<file path="config.mk">
export PLATFORM = sky130hd
export DESIGN_NAME = irq_pending
export DESIGN_NICKNAME = d
export VERILOG_FILES = /design/src/rtl/irq_pending.sv
export SDC_FILE = /design/constraint.sdc
export NUM_CORES = 1
export LEC_CHECK = 0
export CORE_ASPECT_RATIO = 0.9
export CORE_UTILIZATION = 35
export CTS_BUF_LIST = sky130_fd_sc_hd__clkbuf_4 sky130_fd_sc_hd__clkbuf_8
export DETAILED_ROUTE_END_ITERATION = 16
export MAX_ROUTING_LAYER = met4
export PLACE_DENSITY = 0.71
export SETUP_SLACK_MARGIN = 0.1
export SYNTH_ARGS = -nofsm -noshare
export SYNTH_HDL_FRONTEND = slang
export SYNTH_SLANG_ARGS = --single-unit
export TNS_END_PERCENT = 10
</file>
<file path="constraint.sdc">
create_clock -name clk -period 6.5 [get_ports clk]
set_input_delay 1.3 -clock clk [delete_from_list [all_inputs] [get_ports clk]]
set_output_delay 1.3 -clock clk [all_outputs]
set_load 0.05 [all_outputs]
</file>
<file path="src/rtl/irq_pending.sv">
// Sticky request-capture stage feeding the priority encoder: pending bits, per-source mask, ack clear.
// Define IRQ_PENDING_EDGE_EN for rising-edge capture with overflow tracking; default is level capture.
module irq_pending #(
  parameter int WIDTH = 8,
  parameter int IW    = $clog2(WIDTH)
) (
  input  logic                       clk,
  input  logic                       rst_n,
  input  logic [WIDTH-1:0]           req_in,
  input  logic [WIDTH-1:0]           mask,
  input  logic                       ack,
  input  logic [IW-1:0]              ack_idx,
  input  logic                       clr,
  output logic [WIDTH-1:0]           pend_vec,
  output logic                       irq,
  output logic [$clog2(WIDTH+1)-1:0] pend_cnt,
  output logic [WIDTH-1:0]           ovf
);

  localparam int CW = $clog2(WIDTH + 1);

  logic [WIDTH-1:0] pending;
  logic [WIDTH-1:0] evt;
  logic [WIDTH-1:0] ackv;
  logic [WIDTH-1:0] pending_next;
  logic [CW-1:0]    cnt_next;

`ifdef IRQ_PENDING_EDGE_EN
  logic [WIDTH-1:0] req_q;

  always_ff @(posedge clk or negedge rst_n) begin
    if (!rst_n) begin
      req_q <= '0;
    end else begin
      req_q <= req_in;
    end
  end

  assign evt = req_in & ~req_q;

  // A new event on a bit that is still pending and not being serviced this cycle is a lost request.
  always_ff @(posedge clk or negedge rst_n) begin
    if (!rst_n) begin
      ovf <= '0;
    end else if (clr) begin
      ovf <= '0;
    end else begin
      ovf <= ovf | (evt & pending & ~ackv);
    end
  end
`else
  assign evt = req_in;
  assign ovf = '0;
`endif

  // Indices at or above WIDTH match no source, so such an ack changes nothing.
  always_comb begin
    ackv = '0;
    for (int i = 0; i < WIDTH; i++) begin
      ackv[i] = ack && (ack_idx == IW'(i));
    end
  end

  assign pending_next = clr ? '0 : ((pending & ~ackv) | evt);

  always_ff @(posedge clk or negedge rst_n) begin
    if (!rst_n) begin
      pending <= '0;
    end else begin
      pending <= pending_next;
    end
  end

  assign pend_vec = pending & mask;
  assign irq      = |pend_vec;

  always_comb begin
    cnt_next = '0;
    for (int i = 0; i < WIDTH; i++) begin
      cnt_next = cnt_next + CW'(pend_vec[i]);
    end
  end

  always_ff @(posedge clk or negedge rst_n) begin
    if (!rst_n) begin
      pend_cnt <= '0;
    end else begin
      pend_cnt <= cnt_next;
    end
  end

endmodule
</file>
==> results of run 1 <==
cell type report:
type | instances | area, um2 | area share
Multi-Input combinational cell | 51 | 392 | 0.328
Timing Repair Buffer | 35 | 350 | 0.293
Sequential cell | 12 | 300 | 0.251
Inverter | 22 | 82.6 | 0.0691
Clock buffer | 4 | 36.3 | 0.0304
Tap cell | 27 | 33.8 | 0.0283
worst paths after layout:
| check | end | slack (ps) |
|---|---|---|
| min reg2reg | pending[7] | 570 |
| min in group asynchronous | pend_cnt[3] | 1390 |
| min | pending[7] | 570 |
| max | irq | 2190 |
| max reg2reg | pend_cnt[2] | 3590 |
| max in group asynchronous | pending[1] | 4740 |
flip-flops by register name, indices dropped and copies added, names as in the netlist:
name / cells
pend_cnt: 4
pending: 8
worst max-delay path: stages:
cell and delay (ps):
clkdlybuf4s50_1 450, and2_1 140, inv_1 70, ha_1 180
nand4_1 70, clkdlybuf4s50_1 800
stage by stage:
stage / hold slack [ps] / instances
finish: 567 / 151
global route: 599 / 151
CTS: 576 / 151
detailed placement: 566 / 147
global placement: 564 / 147
floorplan: 530 / 93
power by group through the flow:
stage / Combinational (mW) / Clock, mW / Sequential, mW
2_1_floorplan: 0.0494 / 0 / 0.106
3_3_place_gp: 0.103 / 0 / 0.0885
3_5_place_dp: 0.105 / 0 / 0.0887
4_1_cts: 0.106 / 0.0602 / 0.0872
5_1_grt: 0.113 / 0.0636 / 0.0879
6_report: 0.105 / 0.0584 / 0.0871
kinds of logic after synthesis:
| kind of cell | Yosys count |
|---|---|
| buffers and inverters | 30 |
| AND/OR/NAND/NOR | 19 |
| AO/OA/AOI/OAI | 15 |
| flip-flops | 12 |
| adder cells (fa/ha/maj) | 8 |
| XOR/XNOR | 1 |
| other | 1 |
placed cells by master, fill, tap and decap left out, drive strengths merged:
cell           Yosys  layout
clkdlybuf4s50      0      35
nor2               5       5
clkbuf             0       4
ha                 4       4
a21oi              1       1
a211oi             1       1
nand2              6       6
conb               1       8
o21bai             4       4
dfrtp             12      12
a311oi             3       3
a222oi             1       1
a41oi              4       4
a22oi              1       1
and2               2       2
nor2b              4       4
fa                 4       4
inv               22      22
xnor2              1       1
and4               1       1
nand4              1       1
cells in the mapped netlist:
cell	count	area share
inv_1	22	0.10
xnor2_1	1	0.011
nor2_1	5	0.023
ha_1	4	0.062
nor2b_1	3	0.023
conb_1	1	0.0046
buf_4	8	0.074
and2_1	2	0.015
a21oi_1	1	0.0062
a222oi_1	1	0.012
a41oi_1	4	0.043
a311oi_1	3	0.033
dfrtp_1	12	0.37
nor2b_4	1	0.017
fa_1	4	0.099
nand4_1	1	0.0077
nand2_1	6	0.028
and4_1	1	0.011
o21bai_1	4	0.037
a211oi_1	1	0.0093
a22oi_1	1	0.0093
metal layers:
metal,global-route usage,routed length [um],vias to the layer above
met3,0.0254,127,2
met4,0.111,19,0
met1,0.214,815,302
li1,-,-,341
met2,0.271,830,35
met5,-,0,-
==> results.json, run 1 <==
{
  "status": "finished, final reports clean",
  "ant_nets": 0,
  "post-route-period-util": 0.664,
  "final_cell_area_mm2": 0.00119,
  "num-nets-final": 156,
  "cts_setup_buffers": 0,
  "hp-class": "reg2reg",
  "pre_cts_slack_ps": 2180,
  "slew_headroom": 0.626,
  "r2r_start": "pending[0]",
  "overflow": 0,
  "finish.utilization": 0.548,
  "grt_start_max_net_pins": 13,
  "tightest_slew_ps": 559,
  "io_buffers": 35,
  "grt_pass1_wl_mm": 2.89,
  "yosys.cell_types.count": 21,
  "ctsHoldBuffers": 0,
  "crit_path_max_fanout": 2,
  "dieArea_mm2": 0.00251,
  "total_leakage_power_nw": 0.602,
  "clockBufferDepth": 2,
  "switching_share": 0.376,
  "ios": 44,
  "hp-start": "pending[7]",
  "ys_seq_area_frac": 0.372,
  "setup_viol": 0,
  "synth_top_family_by_area": "buffers and inverters",
  "fin_tns_setup_ps": 0,
  "critPathLaunch": "mask[0]",
  "p_comb_frac": 0.418,
  "synth-seq-cells": 12,
  "cp.required_ps": 5200,
  "syn_avg_cell_area_um2": 9.40,
  "drt_iter0_drc": 3,
  "maxCapViolCount": 0,
  "slew_viol_final": 0,
  "drive_gt1_frac": 0.0403,
  "synth_area_um2": 808,
  "cp-end-kind": "output pin",
  "clk-insertion-delay-late_ps": 270,
  "cts_tree": "built",
  "track_usage": 0.174,
  "synthAdderAreaFrac": 0.161,
  "setup_ws_ps": 2190,
  "clock.fmax_mhz": 232,
  "grt_pass1_vias": 630,
  "routabilityCongestion": 0.774,
  "finalPower_mw": 0.250,
  "cts_buffers": 3,
  "power.switching_mw": 0.0939,
  "synth_xor_area_frac": 0.0108,
  "hold_depth": 2,
  "fill_cells": 198,
  "cts_resized": 0,
  "intPower_mw": 0.156,
  "reg2regPathDepth": 10,
  "syn_inst": 86,
  "yosysWarnings": 0,
  "path_clk_slew_ps": 70,
  "drcViolationCount": 0,
  "cts.sinks": 12,
  "drt-wirelength-per-cell_um": 11.9,
  "synth_simple_gate_area_frac": 0.125,
  "seqPwrFrac": 0.348,
  "clkPwrFrac": 0.233,
  "skew_ps": 5.83,
  "antenna_cells": 0,
  "crit_type": "in2out",
  "start_util": 0.370,
  "htree_levels": 1,
  "chipHeight_um": 47.6,
  "worst_ep_arrival_time_ps": 3010,
  "num_vias": 680,
  "cts_root_buf": "clkbuf_4",
  "antenna_found_initial": 0,
  "die_w_um": 52.7,
  "placed_cell_area_mm2": 0.00116,
  "fin_crit_ps": 4310,
  "hpwlAfterDp_mm": 1.52,
  "rows": 16,
  "p_per_area_mw_per_mm2": 209,
  "viasPerCell": 4.50,
  "critPathLaunchType": "input pin",
  "dr.pass1.iters": 4,
  "muxShareOfSynthArea": 0,
  "synth_compound_area_frac": 0.150,
  "hold_viol": 0,
  "synthToLayoutAreaGrowth_pct": 47.8,
  "max-vdd-ir-drop_mv": 0.126,
  "rsz0062_at_grt": "no",
  "drt_wl_total_mm": 1.79,
  "core_area_mm2": 0.00218
}
Note: power is estimated with default switching activity, not from simulation.
==> run 2: changes to the inputs <==
==> constraint.sdc (replaced) <==
create_clock -name clk -period 4.1 [get_ports clk]
set_input_delay 0.82 -clock clk [delete_from_list [all_inputs] [get_ports clk]]
set_output_delay 0.82 -clock clk [all_outputs]
set_load 0.05 [all_outputs]
==> run 2 against run 1 <==
Total power increased by 59%. Largest cell class unchanged. Highest routed layer unchanged. Wire length is 0.11% higher. Largest power group unchanged. Clock skew down 3.9 ps.
==> results.json, run 2 (same netlist as run 1, synthesis figures left out) <==
{
  "hpwlAfterDp_mm": 1.51,
  "cts_setup_buffers": 0,
  "final_cell_area_mm2": 0.00119,
  "drive_gt1_frac": 0.0403,
  "crit_chain": "clkdlybuf4s50_1 -> and2_1 -> inv_1 -> fa_1 -> fa_1 -> fa_1 -> inv_1 -> ha_1 -> inv_1 -> fa_1 -> inv_1",
  "regMostFlops": "pending",
  "drt_iter0_drc": 4,
  "grt_start_max_net_pins": 13,
  "largest_reg_flops": 8,
  "htree_levels": 1,
  "clockBufferDepth": 2,
  "r2r_end": "pend_cnt[1]",
  "io_buffers": 35,
  "tightest_slew_ps": 550,
  "clock.fmax_mhz": 289,
  "dieArea_mm2": 0.00251,
  "rsz0062_at_grt": "no",
  "crit_slowest_cell": "fa_1",
  "critPathLaunchType": "input pin",
  "total_leakage_power_nw": 0.602,
  "synthToLayoutAreaGrowth_pct": 47.8,
  "drt-wirelength-per-cell_um": 11.9,
  "cts_resized": 0,
  "start_util": 0.370,
  "setup_ws_ps": 642,
  "hp-start": "pending[7]",
  "antenna_cells": 0,
  "cts.sinks": 12,
  "layout_commonest_cell": "clkdlybuf4s50_1",
  "cts_buffers": 3,
  "max-vdd-ir-drop_mv": 0.188,
  "fin_crit_ps": 3460,
  "clk-insertion-delay-late_ps": 270,
  "ant_nets": 0,
  "r2r_start": "pending[0]",
  "cts_root_buf": "clkbuf_4",
  "path_clk_slew_ps": 80,
  "fill_cells": 214,
  "cp-end-kind": "register",
  "layout_common_cells": "35 x clkdlybuf4s50_1, 22 x inv_1, 12 x dfrtp_1",
  "num-nets-final": 156,
  "chipHeight_um": 47.6,
  "maxCapViolCount": 0,
  "whs_ps": 568,
  "skew_ps": 1.90,
  "track_usage": 0.173,
  "fin_tns_setup_ps": 0,
  "slew_headroom": 0.632,
  "crit_type": "in2reg",
  "timing.reg2reg.setup_slack_ps": 1210,
  "ios": 44,
  "hold_viol": 0,
  "grt_pass1_wl_mm": 2.88,
  "overflow": 0,
  "reg_top3": "pending: 8 flops, pend_cnt: 4 flops",
  "setup_viol": 0,
  "viasPerCell": 4.52,
  "drt_wl_total_mm": 1.80,
  "antenna_found_initial": 0,
  "dr.pass1.iters": 4,
  "status": "finished, final reports clean",
  "placed_cell_area_mm2": 0.00116,
  "drcViolationCount": 0,
  "ctsHoldBuffers": 0,
  "routabilityCongestion": 0.805,
  "critPathLaunch": "mask[0]",
  "rows": 16,
  "cp.required_ps": 4270,
  "core_area_mm2": 0.00218,
  "p_per_area_mw_per_mm2": 333,
  "worst_ep_arrival_time_ps": 3630,
  "finalPower_mw": 0.398,
  "slew_viol_final": 0,
  "hp-class": "reg2reg",
  "post-route-period-util": 0.843,
  "endpoint": "pend_cnt[1]",
  "reg2regPathDepth": 10,
  "grt_pass1_vias": 630,
  "pre_cts_slack_ps": 342,
  "cts_tree": "built",
  "die_w_um": 52.7,
  "slowest_delay_ps": 510,
  "crit_path_max_fanout": 2,
  "num_vias": 683
}
==> run 2: cell type report <==
type | count | area, um2 | area share
clock buffer | 4 | 36.3 | 0.0304
inverter | 22 | 82.6 | 0.0691
multi-input combinational | 51 | 392 | 0.328
sequential | 12 | 300 | 0.251
tap | 27 | 33.8 | 0.0283
timing repair buffer | 35 | 350 | 0.293
==> run 2: worst min-delay path by stage <==
stage                        to  slack [ps]  depth (start not counted)
finish               pending[7]         570                          2
CTS                  pending[7]         580                          2
global route         pending[7]         590                          2
global placement     pending[7]         560                          2
detailed placement   pending[7]         570                          2
floorplan           pend_cnt[0]         520                          0
==> run 2: through the flow <==
stage	cells	util
floorplan	93	-
global placement	147	0.531
detailed placement	147	0.531
CTS	151	0.548
global route	151	0.548
finish	151	0.548
==> run 2: critical path: cells and delay by family <==
kind / cells / cell delay, ps
adders and majority gates: 5 / 2010
buffers and inverters: 5 / 670
and+or+nand+nor: 1 / 130
==> run 2: power breakdown <==
part	internal, mW	leakage (nW)	switching (mW)	total, mW
sequential	0.132	0.153	0.00689	0.139
combinational	0.0612	0.428	0.103	0.165
clock	0.0540	0.0210	0.0407	0.0947
total	0.247	0.602	0.151	0.398
==> run 2: routing by layer <==
metal  wire (um)  vias up  GRT usage
li1            -      341          -
met1         883      303      0.224
met2         746       35      0.266
met3         134        4     0.0222
met4          31        0     0.0947
met5           0        -          -
